**config.mk**
```make
export PLATFORM = sky130hd
export DESIGN_NAME = pwm_timebase_ctrl
export DESIGN_NICKNAME = d
export VERILOG_FILES = /design/src/rtl/pwm_timebase_ctrl_pkg.sv /design/src/rtl/pwm_timebase_ctrl_prescaler.sv /design/src/rtl/pwm_timebase_ctrl.sv
export SDC_FILE = /design/constraint.sdc
export NUM_CORES = 1
export LEC_CHECK = 0
export CAP_MARGIN = 30
export CORE_UTILIZATION = 35
export DETAILED_ROUTE_END_ITERATION = 12
export MAX_ROUTING_LAYER = met4
export PLACE_DENSITY_LB_ADDON = 0.3
export SETUP_SLACK_MARGIN = 0.4
export SLEW_MARGIN = 10
export SYNTH_ARGS = -nofsm -noshare
export SYNTH_HDL_FRONTEND = slang
export SYNTH_HIERARCHICAL = 1
export SYNTH_SLANG_ARGS = --single-unit
```
**constraint.sdc**
```tcl
create_clock -name clk -period 2.9 [get_ports clk]
set_input_delay 0.58 -clock clk [delete_from_list [all_inputs] [get_ports clk]]
set_output_delay 0.58 -clock clk [all_outputs]
set_load 0.02 [all_outputs]
```
**src/rtl/pwm_timebase_ctrl_pkg.sv**
```systemverilog
// Shared definitions for the PWM timebase controller: FSM encoding and default widths.
package pwm_timebase_ctrl_pkg;

  localparam int unsigned CW_DEF = 16;
  localparam int unsigned PW_DEF = 8;
  localparam int unsigned FW     = 8;

  typedef enum logic [1:0] {
    ST_IDLE  = 2'd0,
    ST_RUN   = 2'd1,
    ST_DRAIN = 2'd2
  } pwm_state_e;

endpackage

```
**src/rtl/pwm_timebase_ctrl_prescaler.sv**
```systemverilog
// Clock prescaler: emits a tick every div+1 cycles, held at zero while clr is high.
module pwm_prescaler
  import pwm_timebase_ctrl_pkg::*;
#(
  parameter int unsigned PW = PW_DEF
) (
  input  logic          clk,
  input  logic          rst,
  input  logic          clr,
  input  logic [PW-1:0] div,
  output logic          tick
);

  logic [PW-1:0] r_cnt;

  // Tick on the cycle where the count has reached the divide value.
  assign tick = (r_cnt == div);

  // Count up, wrap to zero on each tick.
  always_ff @(posedge clk) begin
    if (rst || clr) begin
      r_cnt <= '0;
    end else if (tick) begin
      r_cnt <= '0;
    end else begin
      r_cnt <= r_cnt + PW'(1);
    end
  end

endmodule

```
**src/rtl/pwm_timebase_ctrl.sv**
```systemverilog
// PWM timebase controller: run/drain FSM, period counter and shadowed configuration.
module pwm_timebase_ctrl
  import pwm_timebase_ctrl_pkg::*;
#(
  parameter int unsigned CW = CW_DEF,
  parameter int unsigned PW = PW_DEF
) (
  input  logic          clk,
  input  logic          rst,
  input  logic          start,
  input  logic          stop,
  input  logic          oneshot,
  input  logic          cfg_wr,
  input  logic [CW-1:0] cfg_period,
  input  logic [CW-1:0] cfg_compare1,
  input  logic [CW-1:0] cfg_compare2,
  input  logic [FW-1:0] cfg_functions,
  input  logic [PW-1:0] cfg_prescale,
  output logic [CW-1:0] count_val,
  output logic [CW-1:0] period,
  output logic [CW-1:0] compare1,
  output logic [CW-1:0] compare2,
  output logic [FW-1:0] functions,
  output logic          pwm_en,
  output logic          busy,
  output logic          period_done,
  output logic          upd_done
);

  pwm_state_e    r_state;
  pwm_state_e    w_next_state;
  logic          r_oneshot;
  logic          w_oneshot_next;
  logic          r_pwm_en;
  logic          r_busy;

  logic [CW-1:0] r_count;
  logic          w_tick;
  logic          w_clr;
  logic          w_wrap;

  // Active (shadowed) configuration.
  logic [CW-1:0] r_period;
  logic [CW-1:0] r_compare1;
  logic [CW-1:0] r_compare2;
  logic [FW-1:0] r_functions;
  logic [PW-1:0] r_prescale;

  // Staging configuration, applied at the next wrap.
  logic [CW-1:0] r_stg_period;
  logic [CW-1:0] r_stg_compare1;
  logic [CW-1:0] r_stg_compare2;
  logic [FW-1:0] r_stg_functions;
  logic [PW-1:0] r_stg_prescale;
  logic          r_pending;

  logic          r_period_done;
  logic          r_upd_done;

  // Prescaler is held cleared while idle so every run starts phase-aligned.
  assign w_clr  = (r_state == ST_IDLE);
  assign w_wrap = w_tick && !w_clr && (r_count == r_period);

  pwm_prescaler #(.PW(PW)) u_prescaler (
    .clk  (clk),
    .rst  (rst),
    .clr  (w_clr),
    .div  (r_prescale),
    .tick (w_tick)
  );

  // FSM state register with registered status outputs.
  always_ff @(posedge clk) begin
    if (rst) begin
      r_state   <= ST_IDLE;
      r_oneshot <= 1'b0;
      r_pwm_en  <= 1'b0;
      r_busy    <= 1'b0;
    end else begin
      r_state   <= w_next_state;
      r_oneshot <= w_oneshot_next;
      r_pwm_en  <= (w_next_state != ST_IDLE);
      r_busy    <= (w_next_state != ST_IDLE);
    end
  end

  // Next-state logic; start wins over stop in IDLE, stop is only honoured in RUN.
  always_comb begin
    w_next_state   = r_state;
    w_oneshot_next = r_oneshot;
    case (r_state)
      ST_IDLE: begin
        if (start) begin
          w_next_state   = ST_RUN;
          w_oneshot_next = oneshot;
        end
      end
      ST_RUN: begin
        if (w_wrap && r_oneshot) begin
          w_next_state = ST_IDLE;
        end else if (stop) begin
          w_next_state = ST_DRAIN;
        end
      end
      ST_DRAIN: begin
        if (w_wrap) begin
          w_next_state = ST_IDLE;
        end
      end
      default: begin
        w_next_state = ST_IDLE;
      end
    endcase
  end

  // Period counter: zero in IDLE and on the first RUN cycle, advances on ticks.
  always_ff @(posedge clk) begin
    if (rst) begin
      r_count <= '0;
    end else if ((r_state == ST_IDLE) || (w_next_state == ST_IDLE) || w_wrap) begin
      r_count <= '0;
    end else if (w_tick) begin
      r_count <= r_count + CW'(1);
    end
  end

  // Configuration staging/shadowing and the completion pulses.
  always_ff @(posedge clk) begin
    if (rst) begin
      r_period        <= '0;
      r_compare1      <= '0;
      r_compare2      <= '0;
      r_functions     <= '0;
      r_prescale      <= '0;
      r_stg_period    <= '0;
      r_stg_compare1  <= '0;
      r_stg_compare2  <= '0;
      r_stg_functions <= '0;
      r_stg_prescale  <= '0;
      r_pending       <= 1'b0;
      r_period_done   <= 1'b0;
      r_upd_done      <= 1'b0;
    end else begin
      r_period_done <= w_wrap;
      r_upd_done    <= 1'b0;
      if (r_state == ST_IDLE) begin
        if (cfg_wr) begin
          r_stg_period    <= cfg_period;
          r_stg_compare1  <= cfg_compare1;
          r_stg_compare2  <= cfg_compare2;
          r_stg_functions <= cfg_functions;
          r_stg_prescale  <= cfg_prescale;
          r_period        <= cfg_period;
          r_compare1      <= cfg_compare1;
          r_compare2      <= cfg_compare2;
          r_functions     <= cfg_functions;
          r_prescale      <= cfg_prescale;
          r_pending       <= 1'b0;
          r_upd_done      <= 1'b1;
        end
      end else begin
        // Apply what was staged before this cycle; a write on the wrap itself waits a period.
        if (w_wrap && r_pending) begin
          r_period    <= r_stg_period;
          r_compare1  <= r_stg_compare1;
          r_compare2  <= r_stg_compare2;
          r_functions <= r_stg_functions;
          r_prescale  <= r_stg_prescale;
          r_upd_done  <= 1'b1;
        end
        if (cfg_wr) begin
          r_stg_period    <= cfg_period;
          r_stg_compare1  <= cfg_compare1;
          r_stg_compare2  <= cfg_compare2;
          r_stg_functions <= cfg_functions;
          r_stg_prescale  <= cfg_prescale;
        end
        r_pending <= cfg_wr || (r_pending && !w_wrap);
      end
    end
  end

  assign count_val   = r_count;
  assign period      = r_period;
  assign compare1    = r_compare1;
  assign compare2    = r_compare2;
  assign functions   = r_functions;
  assign pwm_en      = r_pwm_en;
  assign busy        = r_busy;
  assign period_done = r_period_done;
  assign upd_done    = r_upd_done;

endmodule
```
* After elaboration in Yosys (flattened, before gate mapping) *
Cells that the tools add are included.
W data, S select, Z words.

operators by class
  add/sub/neg operators = 2
  eq/ne operators = 5
  multiplexer cells = 25
  reduce and logical (&&, ||, !) cells = 19

operator list
  kind                     number
  $mux W16                 9
  $mux W8                  6
  $add A16 B1 Y16 const B  1
  $eq A16 B16 Y1           1
  $add A8 B1 Y8 const B    1
  $eq A8 B8 Y1             1
  $mux W2                  4
  $pmux W2 S3              1
  $logic_and A1 B1 Y1      5
  $mux W1                  5
  $logic_not A2 Y1         2
  $logic_or A1 B1 Y1       4
  $reduce_and A2 Y1        2
  $reduce_bool A2 Y1       2
  $reduce_or A2 Y1         2
  $eq A2 B1 Y1 const B     1
  $eq A2 B2 Y1 const B     1
  $logic_not A1 Y1         2
  $ne A2 B2 Y1 const B     1

storage, ports and cells
  flip-flop bits (word level) = 159
  input port bits = 70
  output and inout port bits = 76
  word-level logic and storage cells = 69

* Logic depth before layout (Yosys ltp) *
Gate-level depths: netlist (run 1).

  word-level depth = 11
  depth in mapped cells = 10
  depth with buffers taken out = 8

* Hierarchy *
The synthesis (run 1) kept the hierarchy.

modules (own cells, without submodules)
  module             instances  cells each  area an instance (um^2)
  pwm_timebase_ctrl  1          640         6712.7
  pwm_prescaler      1          47          467.9

* Worst setup path before layout (run 1) *
Ideal clock, no wire load.

  path kind = flip-flop to flip-flop
  from = register u_prescaler.r_cnt[3]
  to = register r_count[7] (netlist: count_val[7])
  library setup time = 115 ps
  data arrival time = 2274 ps
  data required time = 2785 ps
  path slack = 511 ps
  cell stages (with the launch flop) = 11
  path buffers = 3
  period minus slack after synthesis = 2389 ps
  path through = dfxtp_1 -> clkbuf_2 -> xor2_1 -> nor4_4 -> and2_1 -> nand3_1 -> or3_1 -> buf_2 -> o21ai_4 -> buf_6 -> nor2_1

between the ends
  word-level cells in the longest chain between the ends = 10
  elaborated cells on any way between the ends = 11

RTL lines
  element                           RTL line                           source
  start: declaration                pwm_timebase_ctrl_prescaler.sv:14  logic [PW-1:0] r_cnt;
  start signal: assignment          pwm_timebase_ctrl_prescaler.sv:26  r_cnt <= r_cnt + PW'(1);
  $eq A8 B8 Y1 (*)                  pwm_timebase_ctrl_prescaler.sv:17  assign tick = (r_cnt == div);
  net w_tick                        pwm_timebase_ctrl.sv:38            logic w_tick;
  $logic_and A1 B1 Y1 (2 in a row)  pwm_timebase_ctrl.sv:62            assign w_wrap = w_tick && !w_clr && (r_count == r_period);
  $logic_and A1 B1 Y1               pwm_timebase_ctrl.sv:99            if (w_wrap && r_oneshot) begin
  $mux W2                           pwm_timebase_ctrl.sv:99
  $pmux W2 S3                       pwm_timebase_ctrl.sv:91            case (r_state)
  $logic_not A2 Y1                  pwm_timebase_ctrl.sv:120           end else if ((r_state == ST_IDLE) || (w_next_state == ST_IDLE) || w_wrap) begin
  $logic_or A1 B1 Y1 (2 in a row)   pwm_timebase_ctrl.sv:120
  $reduce_or A2 Y1 (no line)        --
  end signal: assignment            pwm_timebase_ctrl.sv:123           r_count <= r_count + CW'(1);
  end: declaration                  pwm_timebase_ctrl.sv:37            logic [CW-1:0] r_count;

The timed path passes the listed nets; every way through them passes the cells marked *.
A chain may end at the register's enable or synchronous reset.

* Worst setup path after layout (run 1) *
  from = register u_prescaler.r_cnt[6]
  to = register r_count[1] (netlist: count_val[1])

Same word-level chain as after synthesis.

==> flow_summary.json, run 1 <==
{
  "yosysTopAreaCell": "dfxtp_1",
  "slew_violations": 0,
  "grt_overflow": 0,
  "io_buffers": 145,
  "ys.flop_type": "dfxtp_1",
  "cp-start-kind": "register",
  "place_ws_ns": 0.554,
  "wirelength_mm": 18.0,
  "worst_slack_ns": 0.600,
  "syn_area_um2": 7180,
  "cts_root_buf": "clkbuf_16",
  "critical_path_class": "register to register",
  "finClkSkew_ns": 0.0136,
  "vias": 5482,
  "peakVddDrop_mv": 0.402,
  "crit_family": "simple AND/OR/NAND/NOR gates",
  "setup_viol": 0,
  "synth.area.top_cells": "dfxtp_1 (44%), mux2i_1 (18%), a211oi_1 (11%), a211oi_2 (4.5%), nor2_1 (4.3%)",
  "rsz0062_at_grt": "no",
  "drive_gt1_share_pct": 10.7,
  "clk_pin_slew_ns": 0.06,
  "timing.hold.ws_ns": 0.488,
  "hold_viol_final": 0,
  "crit_buf_inv": 0,
  "cp-end-kind": "register",
  "synth.distinct_cells": 41,
  "initial_utilization_pct": 35.6,
  "dr.pass1.iters": 5,
  "status": "complete, no violations",
  "diodes": 0,
  "yosysMostFrequentCell": "dfxtp_1",
  "finalCritPeriodShare_pct": 79.3,
  "core_area_um2": 20200,
  "vias_per_cell": 5.05,
  "gp_congestion": 0.740,
  "h-tree-depth": 4,
  "tightest_slew_ns": 0.627,
  "relSlewSlack_pct": 58.2,
  "die_w_um": 145,
  "yosys-top-cells-count": "dfxtp_1 (159), mux2i_1 (130), a211oi_1 (107), nor2_1 (83), xor2_1 (30)",
  "path_max_fanout": 16,
  "grt_pass1_wl_mm": 29.2,
  "fin_nets": 875,
  "clock_sinks": 159,
  "yosysWarnings": 6,
  "regArea_um2": 3180,
  "wl_per_cell_um": 16.6,
  "syn_to_final_growth_pct": 30.3,
  "fillCellCount": 1913,
  "cts_tree": "yes",
  "grt_usage_pct": 18.0,
  "placementRows": 52,
  "syn_avg_cell_area_um2": 10.5,
  "multi_input_area_um2": 3610,
  "drt_iter0_markers": 208,
  "dp.cells": 1054,
  "ant_nets": 0,
  "fmax_mhz": 435,
  "die_area_um2": 21100,
  "clk_path_buf_depth": 2,
  "drc_errors": 0,
  "worst-endpoint-required_ns": 3.19,
  "min_period_ns": 2.30,
  "dp_hpwl_mm": 11.2,
  "async_flop_share_pct": 0,
  "hold_class": "register to register",
  "grt_pass1_vias": 5484,
  "synth_edf_count": 0,
  "timing.setup.tns_ns": 0,
  "synth_top_area_share_pct": 44.3,
  "ys_ff_latch": 159,
  "final_cells": 1086,
  "numCtsBuffers": 17,
  "chipHeight_um": 145,
  "synth_nets": 759,
  "max_stage_delay_ns": 0.51,
  "yosysSeqAreaShare_pct": 44.3,
  "crit_path_top_delay_cell": "or3_1",
  "p_leak_nw": 3.73,
  "path_cells": "xor2_1, nor4_4, and2_1, nand3_1, or3_1, o21ai_4, nor2_1",
  "grt_start_max_net_pins": 68,
  "arrival_ns": 2.59,
  "io_pins": 146,
  "clock_latency_ns": 0.43,
  "syn_inst": 687,
  "antenna_found_initial": 0,
  "maxCapViolations": 0,
  "powerDensity_nw_per_um2": 616
}
[registers in the layout, indices dropped and copies added, names as in the netlist, 8 cells and up]
register,flops
functions,8
r_stg_prescale,8
r_prescale,8
r_stg_functions,8
r_stg_compare1,16
u_prescaler/r_cnt,8
r_stg_period,16
count_val,16
period,16
compare1,16
r_stg_compare2,16
compare2,16
[area by class of cell]
cell class / count / area share, %
repair buffers: 161 / 17.3
multi-input cells: 459 / 38.5
clock inverters: 15 / 1.74
inverters: 5 / 0.227
well taps: 270 / 3.61
flip-flops and latches: 159 / 34.0
clock buffers: 17 / 4.55
[cell families (layout without fill, tap and decap cells)]
logic type,count (synthesis),in the layout,synth area share (%)
muxes,130,130,18.1
DFF,159,159,44.3
AOI/OAI and AO/OA,151,151,17.6
buffers and inverters,69,198,5.56
adders and majority gates,2,2,0.348
and+or+nand+nor,133,133,8.80
xor gates and xnor gates,43,43,5.24
[metrics by stage]
step | util (%) | instance area, µm² | power [mW]
after floorplan | - | 7180 | 3.15
after global placement | 43.5 | 8770 | 3.57
after detailed placement | 43.5 | 8770 | 3.58
after CTS | 46.4 | 9350 | 5.82
after global routing | 46.4 | 9360 | 6.02
final | 46.4 | 9360 | 5.77
[timing repair]
item	in CTS	in global routing
setup endpoints to repair	0	11
resized for setup	0	1
buffers inserted	0	0
hold buffers	0	0
[metal layers]
layer  vias up  share of wire, %  track usage, %  wire length (µm)
li1       2753                 -               -                 -
met2       118                45            27.7              8040
met5         -                 0               -                 0
met3        16               4.9            4.37               874
met1      2595                49            23.0              8850
met4         0               1.4            5.89               244
[layout by cell type, fill, tap and decap left out, types with 2 or more instances in the layout]
master,instances
mux2i_1,130
nor2_1,83
a21oi_1,2
and3_1,5
nand4_1,5
inv_6,3
clkbuf_16,17
o21ai_0,4
a211oi_1,107
clkdlybuf4s50_1,143
and4_1,2
clkinv_4,3
nor4_4,2
ha_1,2
nor4_1,2
a221oi_1,4
clkinvlp_4,6
xnor2_1,13
and2_1,3
dfxtp_1,159
a211oi_2,26
nor2b_1,2
bufinv_16,2
buf_12,4
or3_1,4
o21bai_1,2
nand3_1,7
nand2_1,10
buf_4,13
xor2_1,30
inv_1,4
[final timing paths]
path / startpoint / end / slack, ns / depth (start not counted)
setup reg to reg: u_prescaler/r_cnt[6] / count_val[1] / 0.60 / 7
setup / recovery: u_prescaler/r_cnt[6] / count_val[1] / 0.60 / 7
hold / removal: r_oneshot / r_state[0] / 0.49 / 1
hold reg to reg: r_oneshot / r_state[0] / 0.49 / 1
[worst register-to-register path: stages, from the launching register on]
cell     delay (ns)
dfxtp_1        0.34
xor2_1         0.19
nor4_4         0.29
and2_1         0.21
nand3_1        0.10
or3_1          0.51
o21ai_4        0.43
nor2_1         0.10
[report_power, final]
part	internal (mW)	total, mW	leakage, nW	switching [mW]
sequential	2.34	2.44	1.31	0.104
clock	1.28	2.24	0.268	0.964
combinational	0.517	1.09	2.16	0.568
No activity file was read; power rests on OpenSTA's default activity.
==> run 2: changes to the inputs <==
==> constraint.sdc (replaced) <==
create_clock -name clk -period 1.94 [get_ports clk]
set_input_delay 0.388 -clock clk [delete_from_list [all_inputs] [get_ports clk]]
set_output_delay 0.388 -clock clk [all_outputs]
set_load 0.02 [all_outputs]
==> flow_summary.json, run 2 (synthesis gave the netlist of run 1 again) <==
{
  "status": "complete, but fails checks",
  "violations": "negative setup slack",
  "rr_worst_depth": 9,
  "placementRows": 52,
  "rrSetupSlack_ns": -0.16,
  "drc_errors": 0,
  "arrival_ns": 2.41,
  "finalCritPeriodShare_pct": 108,
  "mostFrequentLayoutCells": "dfxtp_1 (145), mux2i_1 (130), a211oi_1 (96)",
  "antenna_found_initial": 0,
  "p_total_mw": 9.11,
  "crit_end": "count_val[7]",
  "chipHeight_um": 145,
  "cts_tree": "yes",
  "grt_pass1_vias": 5805,
  "tightest_slew_ns": 0.565,
  "r2r_start": "u_prescaler/r_cnt[6]",
  "grt_overflow": 0,
  "vias_per_cell": 5.04,
  "hold_class": "primary input to register",
  "setup_viol": 85,
  "power.switching_mw": 2.47,
  "mostFrequentLayoutCell": "dfxtp_1",
  "drive_gt1_share_pct": 28.6,
  "cts_root_buf": "clkbuf_16",
  "io_pins": 146,
  "timing.hold.ws_ns": 0.265,
  "clock_latency_ns": 0.42,
  "grt_pass1_wl_mm": 30.4,
  "hold_viol_final": 0,
  "grt_start_max_net_pins": 67,
  "powerDensity_nw_per_um2": 882,
  "clk_path_buf_depth": 2,
  "intPower_mw": 6.64,
  "clock_sinks": 159,
  "rsz0062_at_grt": "yes",
  "core_area_um2": 20200,
  "syn_to_final_growth_pct": 43.8,
  "worst_slack_ns": -0.159,
  "numCtsBuffers": 17,
  "path_max_fanout": 6,
  "dp_hpwl_mm": 12.2,
  "die_area_um2": 21100,
  "drt_iter0_markers": 246,
  "die_w_um": 145,
  "diodes": 0,
  "clock_power_share_pct": 39.5,
  "cp-end-kind": "register",
  "fin_nets": 942,
  "fmax_mhz": 476,
  "relSlewSlack_pct": 61.8,
  "initial_utilization_pct": 35.6,
  "combPwrFrac_pct": 20.6,
  "cp-start-kind": "register",
  "vias": 5811,
  "io_buffers": 145,
  "critical_path_class": "register to register",
  "gp_congestion": 0.779,
  "fillCellCount": 1880,
  "min_period_ns": 2.10,
  "grt_usage_pct": 18.8,
  "wirelength_mm": 19.8,
  "maxCapViolations": 0,
  "p_leak_nw": 4.45,
  "r2r-end": "count_val[7]",
  "clk_pin_slew_ns": 0.06,
  "cp-startpoint": "u_prescaler/r_cnt[6]",
  "worst-endpoint-required_ns": 2.25,
  "switching_share_pct": 27.1,
  "slew_violations": 0,
  "power_frac_seq_pct": 40.0,
  "dr.pass1.iters": 6,
  "h-tree-depth": 4,
  "peakVddDrop_mv": 0.572,
  "wl_per_cell_um": 17.2,
  "ant_nets": 0,
  "finClkSkew_ns": 0.00928
}
run 2: layer usage:
layer,vias to the layer above,GRT usage (%),routed length [µm]
li1,2875,-,-
met2,111,30.2,9350
met1,2809,23.7,9440
met5,-,-,0
met3,16,4.06,809
met4,0,5.05,200
run 2: stage by stage:
step                TNS (ns)  std cells  utilization (%)  cell area [µm²]  setup WS [ns]
global route          -17.83       1152             51.2            10300         -0.243
finish                 -8.24       1152             51.2            10300         -0.159
CTS                    -9.70       1144             49.3             9940         -0.146
global placement      -10.55       1106             46.0             9280         -0.160
floorplan             -15.39        687                -             7250         -0.233
detailed placement    -12.36       1106             46.0             9280         -0.190
run 2: timing repair:
item,CTS,global route
setup endpoints to repair,163,107
resized for setup,198,77
cloned,3,6
hold buffers,0,0
pin swaps,18,30
setup buffers,4,2
run 2: worst max-delay path, cell delays in order, from the launching register on:
cell     delay [ns]
dfxtp_2        0.33
xor2_2         0.19
nor4_4         0.31
and2_4         0.21
buf_4          0.11
and3_4         0.19
and4_4         0.29
and3_4         0.20
xnor2_1        0.11
nor2_1         0.06
run 2: area by class of cell:
class | instances | area [µm²] | share of cell area, %
clock buffer | 22 | 474 | 4.59
clock inverter | 9 | 158 | 1.53
inverter | 5 | 21.3 | 0.206
multi-input combinational | 459 | 3900 | 37.7
sequential | 159 | 3200 | 31.0
tap | 270 | 338 | 3.27
timing repair buffer | 228 | 2240 | 21.7
run 2: power by group through the flow:
stage | logic [mW] | registers [mW] | clock network (mW)
after CTS | 1.77 | 3.64 | 3.67
after detailed placement | 1.77 | 3.71 | 0
after global placement | 1.75 | 3.71 | 0
final | 1.87 | 3.64 | 3.60
after global routing | 2.01 | 3.67 | 3.80
after floorplan | 0.914 | 3.83 | 0
run 2: worst min path at each step:
stage / slack (ns) / endpoint / cells past startpoint / start
finish: 0.26 / period[6] / 2 / rst
global route: 0.27 / period[6] / 2 / rst
CTS: 0.25 / period[6] / 2 / rst
detailed placement: 0.47 / r_state[0] / 1 / r_oneshot
global placement: 0.47 / r_state[0] / 1 / r_oneshot
floorplan: 0.44 / r_state[0] / 1 / r_oneshot
